File: src/rtl/alu.sv
// Registered 2-bit-opcode ALU (ADD/SUB/AND/OR) with N/Z/C flags and one-cycle latency.
// Build option: define ALU_OVF_FLAG_EN to report signed overflow in flag bit [0] for ADD/SUB.
module alu #(
  parameter int unsigned DATA_W = 32
) (
  input  logic              clk_i,
  input  logic              rst_ni,
  input  logic [DATA_W-1:0] src_a_i,
  input  logic [DATA_W-1:0] src_b_i,
  input  logic [1:0]        alu_control_i,
  output logic [DATA_W-1:0] alu_result_o,
  output logic [2:0]        alu_flags_o
);

  localparam int unsigned MSB = DATA_W - 1;

  localparam logic [1:0] OP_ADD = 2'b00;
  localparam logic [1:0] OP_SUB = 2'b01;
  localparam logic [1:0] OP_AND = 2'b10;
  localparam logic [1:0] OP_OR  = 2'b11;

  // One extra bit on each arithmetic path captures carry-out / borrow.
  logic [DATA_W:0]   w_sum;
  logic [DATA_W:0]   w_diff;
  logic [DATA_W-1:0] w_result;
  logic              w_bit0;
  logic [2:0]        w_flags;

  logic [DATA_W-1:0] r_result;
  logic [2:0]        r_flags;

  assign w_sum  = {1'b0, src_a_i} + {1'b0, src_b_i};
  assign w_diff = {1'b0, src_a_i} - {1'b0, src_b_i};

  // Result mux and flag bit [0] selection.
  always_comb begin
    w_result = '0;
    w_bit0   = 1'b0;
    case (alu_control_i)
      OP_ADD: begin
        w_result = w_sum[DATA_W-1:0];
`ifdef ALU_OVF_FLAG_EN
        w_bit0 = (src_a_i[MSB] == src_b_i[MSB]) && (w_sum[MSB] != src_a_i[MSB]);
`else
        w_bit0 = w_sum[DATA_W];
`endif
      end
      OP_SUB: begin
        w_result = w_diff[DATA_W-1:0];
`ifdef ALU_OVF_FLAG_EN
        w_bit0 = (src_a_i[MSB] != src_b_i[MSB]) && (w_diff[MSB] != src_a_i[MSB]);
`else
        w_bit0 = w_diff[DATA_W];
`endif
      end
      OP_AND: w_result = src_a_i & src_b_i;
      OP_OR:  w_result = src_a_i | src_b_i;
      default: begin
        w_result = '0;
        w_bit0   = 1'b0;
      end
    endcase
  end

  assign w_flags = {w_result[MSB], (w_result == '0), w_bit0};

  // Reset clears the flag register outright, so Z reads 0 while in reset.
  always_ff @(posedge clk_i) begin
    if (!rst_ni) begin
      r_result <= '0;
      r_flags  <= 3'b000;
    end else begin
      r_result <= w_result;
      r_flags  <= w_flags;
    end
  end

  assign alu_result_o = r_result;
  assign alu_flags_o  = r_flags;

endmodule

File: config.mk
export PLATFORM = sky130hd
export DESIGN_NAME = alu
export DESIGN_NICKNAME = d
export VERILOG_FILES = /design/src/rtl/alu.sv
export SDC_FILE = /design/constraint.sdc
export NUM_CORES = 1
export LEC_CHECK = 0
export ABC_CLOCK_PERIOD_IN_PS = 10170
export CAP_MARGIN = 20
export CORE_AREA = 4 4 106 108
export DETAILED_ROUTE_END_ITERATION = 8
export DIE_AREA = 0 0 110 112
export GPL_ROUTABILITY_DRIVEN = 0
export MAX_ROUTING_LAYER = met4
export PLACE_DENSITY = 0.95
export SETUP_SLACK_MARGIN = 0.15
export SLEW_MARGIN = 30
export SYNTH_ARGS = -nofsm -noshare
export SYNTH_HDL_FRONTEND = slang
export SYNTH_SLANG_ARGS = --single-unit
export TNS_END_PERCENT = 20
File: constraint.sdc
create_clock -name clk_i -period 10.17 [get_ports clk_i]
set_clock_uncertainty 0.2 [all_clocks]
set_input_delay 1.5255 -clock clk_i [delete_from_list [all_inputs] [get_ports clk_i]]
set_output_delay 1.5255 -clock clk_i [all_outputs]
set_load 0.01 [all_outputs]
* Word-level counts from Yosys, hierarchy flattened
Index checks and enable logic that the tools add are counted.
Storage, ports and cells: memories kept 0, input port bits 68, word-level logic and storage cells 13, flip-flop bits (word level) 35, output and inout port bits 35, bits in read-only memories 0, RAM bits 0, latch bits 0
Operators by class: div/mod/pow operators 0, reductions and logical operators 2, $mul 0, bitwise logic cells 2, multiplexer cells 2, magnitude comparators 0, add/sub/neg operators 2, equality and inequality tests 3, shifts and indexed selects 0
Operator list (count):
- 32-bit one-hot mux with 4 select lines | 1
- 32-bit by 32-bit adder with 33-bit output | 1
- 32-bit by 32-bit subtractor with 33-bit output | 1
- 32-bit bitwise AND | 1
- 32-bit zero test | 1
- 32-bit bitwise OR | 1
- 2-bit equality test, second input constant | 2
- 2-bit by 1-bit equality test with 1-bit output, second input constant | 1
- 2-bit zero test | 1
- 1-bit one-hot mux with 2 select lines | 1

* Logic depth before layout (Yosys ltp)
depth after elaboration 3, depth in mapped cells 15, depth with buffers taken out 15

* Worst setup path before layout
Ideal clock, no wire load.
kind input port to flip-flop, from in src_a_i[0], to reg r_flags[1], in the netlist alu_flags_o[1], path buffers 0, setup time 0.088 ns, path slack 5.614 ns, cell stages on the path 14, data arrival time 4.268 ns, required time 9.882 ns, cell sequence ha_1 > inv_1 > fa_1 > nand2b_1 > a211oi_2 > or2_1 > a31oi_1 > xor2_1 > o221ai_1 > or4_1 > nor4_1 > and4_1 > nand4_1 > nor4_2
On the way: word-level cells in the longest chain between the ends 3, elaborated cells between the ends (all ways) 6, classes of those cells add/sub: 2; mux: 1; bitwise: 2; reduce/logical: 1
RTL lines:
- start, declared | line 8 | input logic [DATA_W-1:0] src_a_i,
- 32-bit by 32-bit subtractor with 33-bit output (tied with other cells) | line 33 | assign w_diff = {1'b0, src_a_i} - {1'b0, src_b_i};
- 32-bit one-hot mux with 4 select lines (*) | line 39 | case (alu_control_i)
- 32-bit zero test (*) | line 65 | assign w_flags = {w_result[MSB], (w_result == '0), w_bit0};
- end signal, assigned | line 74 | r_flags <= w_flags;
- end, declared | line 30 | logic [2:0] r_flags;
Mark *: on every way between the ends. The rest lies on a longest branch, timed or not. A chain may end at the register's enable or synchronous reset.

* Worst setup path after layout
from in src_b_i[0], to reg r_flags[1], in the netlist alu_flags_o[1]
On the way: word-level cells in the longest chain between the ends 3, elaborated cells between the ends (all ways) 6, classes of those cells add/sub: 2; mux: 1; bitwise: 2; reduce/logical: 1
RTL lines:
- start, declared | line 9 | input logic [DATA_W-1:0] src_b_i,
- 32-bit by 32-bit subtractor with 33-bit output (tied with other cells) | line 33
- 32-bit one-hot mux with 4 select lines (*) | line 39
- 32-bit zero test (*) | line 65
Marks and branches as above.

==> metrics.md <==
| Metric | Value |
|---|---|
| DPL Wire Length | `14,400 um` |
| Tmin final | `5.63 ns` |
| First-pass GRT wire length | `29,800 um` |
| EDFF count, synth | `0` |
| VDD IR max | `0.0000765 V` |
| Mux cell area share after synthesis | `1.73%` |
| Share of cells above drive strength 1 | `3.99%` |
| Final-report max-slew violation count | `0` |
| HP Class | `input port to flop` |
| Total Wirelength | `18,900 um` |
| CP startpoint kind | `input port` |
| Seq pwr share | `22.4%` |
| Max Freq | `178 MHz` |
| GR Overflow Total | `0` |
| Post-CTS Resized | `0` |
| Internal power | `0.402 mW` |
| Critical path peak fanout | `4` |
| CTS hold repair buffers | `0` |
| Clock share of power | `22.1%` |
| Layout Cells excl Fill | `1,063` |
| Least-Margin Pin Slew | `0.970 ns` |
| Seq/Total Area, Yosys | `11.2%` |
| Post-synthesis async set-or-reset flop share | `0%` |
| Bufs on Longest Clock Path | `2` |
| Vias in the first global route | `6,287` |
| Post-synthesis adder-cell area fraction | `20.4%` |
| IO Port Bufs | `102` |
| # Post-CTS Setup Buffers | `0` |
| # IOs | `103` |
| Syn nets | `1,026` |
| Synthesized cell area | `0.00607 mm2` |
| Leak | `3.12 nW` |
| Critical path required time | `10.17 ns` |
| Clock transition at the registers of the reported paths | `0.07 ns` |
| CP Class | `input port to flop` |
| Setup-failing EPs final | `0` |
| Psw | `0.280 mW` |
| H-tree lvl count | `2` |
| Final setup TNS | `0 ns` |
| Critical Path Source | `src_b_i[0]` |
| Drt wl/cell | `17.8 um` |
| XOR/XNOR share of the synthesized area | `3.46%` |
| Die Span Y | `112 um` |
| DRT Pass-1 Iters | `6` |
| Vias per cell | `6.56` |
| Synth Area in Compound Gates | `32.8%` |
| #FFs+latches synth | `34` |
| Area delta synth->final | `18.6%` |
| Final worst path period share | `55.4%` |
| Switching Share | `41.1%` |
| Total number of vias | `6,973` |
| DRT antenna net count | `0` |
| Core ar. | `0.0102 mm2` |
| Final Hold Vio Count | `0` |
| Initial Util | `59.4%` |
| Die Area | `0.0123 mm2` |
| # rows | `37` |
| Setup crit end kind | `flop` |
| Num Clock Sinks | `34` |
| P per Cell Area | `94.7 mW/mm2` |
| CTS root buffer | `clkbuf_8` |
| RSZ-0062 raised after global routing | `no` |
| Worst rel slew slack | `35.1%` |
| WP data arrival | `5.63 ns` |
| Comb pwr share | `55.5%` |
| Post-Syn Area per Cell | `7.06 um2` |
| Drt initial violations | `904` |
| Max-cap violations | `0` |
| Outcome | `complete, no violations` |
| CTS buffer count | `5` |
| Hold path start | `alu_control_i[1]` |
| Initial antenna violation count | `0` |
| Filler cell count in the final layout | `804` |
| Synth Flop Type | `dfxtp_1` |
| Largest net degree at the start of global routing | `85` |
| DRC viols | `0` |
| Mapped Cells | `860` |
| Antenna diodes | `0` |
| CTS tree | `built` |
| Chip width | `110 um` |
| Ys Warns | `0` |
| Placed cells | `1,055` |
| Yosys cell types | `83` |
| Simple logic cell fraction of the synthesized area | `21.2%` |
| Final nets | `1,092` |
| All-Layer GR Usage | `30.1%` |
| Main combinational cell family by area after synthesis | `compound AO/OA/AOI/OAI gates` |
[flip-flops by register name, indices dropped and copies added, names as in the netlist]
name,count
alu_flags_o,2
alu_result_o,32
[placed cells by master, fill, tap and decap left out, types with 11 or more instances in the layout]
cell type and n:
nor4_1 11, dfxtp_1 34, clkdlybuf4s50_1 100, nand3_1 21, a31oi_1 13, nor2_1 79, a21o_1 15, o211ai_1 18
ha_1 96, nor3_1 15, nand2b_1 11, nor2b_1 14, o31ai_1 12, o21ai_0 67, xnor2_1 17, a21oi_1 68
inv_1 91, nand2_1 66, and2_1 15
[cell families (layout without fill, tap and decap cells)]
logic type | Yosys count | count (layout)
AO/OA/AOI/OAI | 292 | 292
AND/OR/NAND/NOR | 264 | 264
flip-flops | 34 | 34
adder cells (fa/ha/maj) | 98 | 98
XOR/XNOR | 24 | 24
buffers and inverters | 139 | 206
multiplexers | 9 | 9
[power groups by stage]
stage | logic [mW] | clock network (mW) | registers [mW]
after floorplan | 0.235 | 0 | 0.162
after global placement | 0.355 | 0 | 0.155
after detailed placement | 0.363 | 0 | 0.156
after CTS | 0.367 | 0.150 | 0.153
after global routing | 0.407 | 0.156 | 0.154
final | 0.379 | 0.151 | 0.153
[cell usage after synthesis (9+ instances only)]
cell type	instances	area (um2)
a31oi_1	13	81.3
nand3_1	21	105
inv_1	91	342
and2_1	15	93.8
a21oi_1	68	340
o31ai_1	12	90.1
ha_1	96	1200
o211ai_1	18	135
nand4_1	9	56.3
nand2_1	66	248
o21ai_0	67	335
nor2_1	79	297
a21o_1	15	113
a211oi_1	9	67.6
dfxtp_1	34	681
nor2b_1	14	87.6
nand2b_1	11	68.8
buf_2	11	55.1
clkbuf_1	26	97.6
o21bai_1	9	67.6
nor4_1	11	68.8
nor3_1	15	75.1
xnor2_1	17	149
[routing by layer]
| layer | GRT usage [%] | wire length [um] | vias to the layer above |
|---|---|---|---|
| met1 | 39.0 | 7480 | 3104 |
| met3 | 3.88 | 2200 | 123 |
| li1 | - | - | 3205 |
| met2 | 45.9 | 8190 | 541 |
| met4 | 14.5 | 1070 | 0 |
| met5 | - | 0 | - |
[final cells by class]
type | instances | area (um2) | share of cell area (%)
Clock buffer | 5 | 68.8 | 0.955
Clock inverter | 3 | 68.8 | 0.955
Inverter | 94 | 353 | 4.90
Multi-Input combinational cell | 687 | 4840 | 67.1
Sequential cell | 34 | 681 | 9.45
Tap cell | 136 | 170 | 2.36
Timing Repair Buffer | 104 | 1030 | 14.2
[through the flow]
stage | utilization, % | hold WS, ns | setup WS (ns) | cell area [um2] | total power [mW]
after floorplan | - | 1.45 | 5.61 | 6070 | 0.397
final | 70.4 | 1.83 | 4.54 | 7210 | 0.682
after global routing | 70.4 | 1.86 | 4.42 | 7210 | 0.716
after detailed placement | 69.1 | 2.06 | 4.52 | 7070 | 0.518
after CTS | 70.4 | 1.81 | 4.76 | 7210 | 0.670
after global placement | 69.1 | 2.06 | 4.61 | 7070 | 0.509
[critical path, stage by stage]
cell,delay (ns)
clkdlybuf4s50_1,0.54
ha_1,0.23
inv_1,0.07
fa_1,0.39
nand2b_1,0.20
a211oi_2,0.40
o31ai_4,0.15
a311oi_1,0.63
o41ai_1,0.21
o21ai_0,0.26
xnor2_1,0.12
mux2i_1,0.31
nor3b_2,0.22
nand4_1,0.12
nor4_2,0.26
[path summary, 6_finish.rpt]
kind                          end  depth (start not counted)  slack [ns]
min   alu_result_o[31]$_SDFF_PN0_                          5        1.83
max     alu_flags_o[1]$_SDFF_PN0_                         15        4.54
No activity file was read; power rests on OpenSTA's default activity.
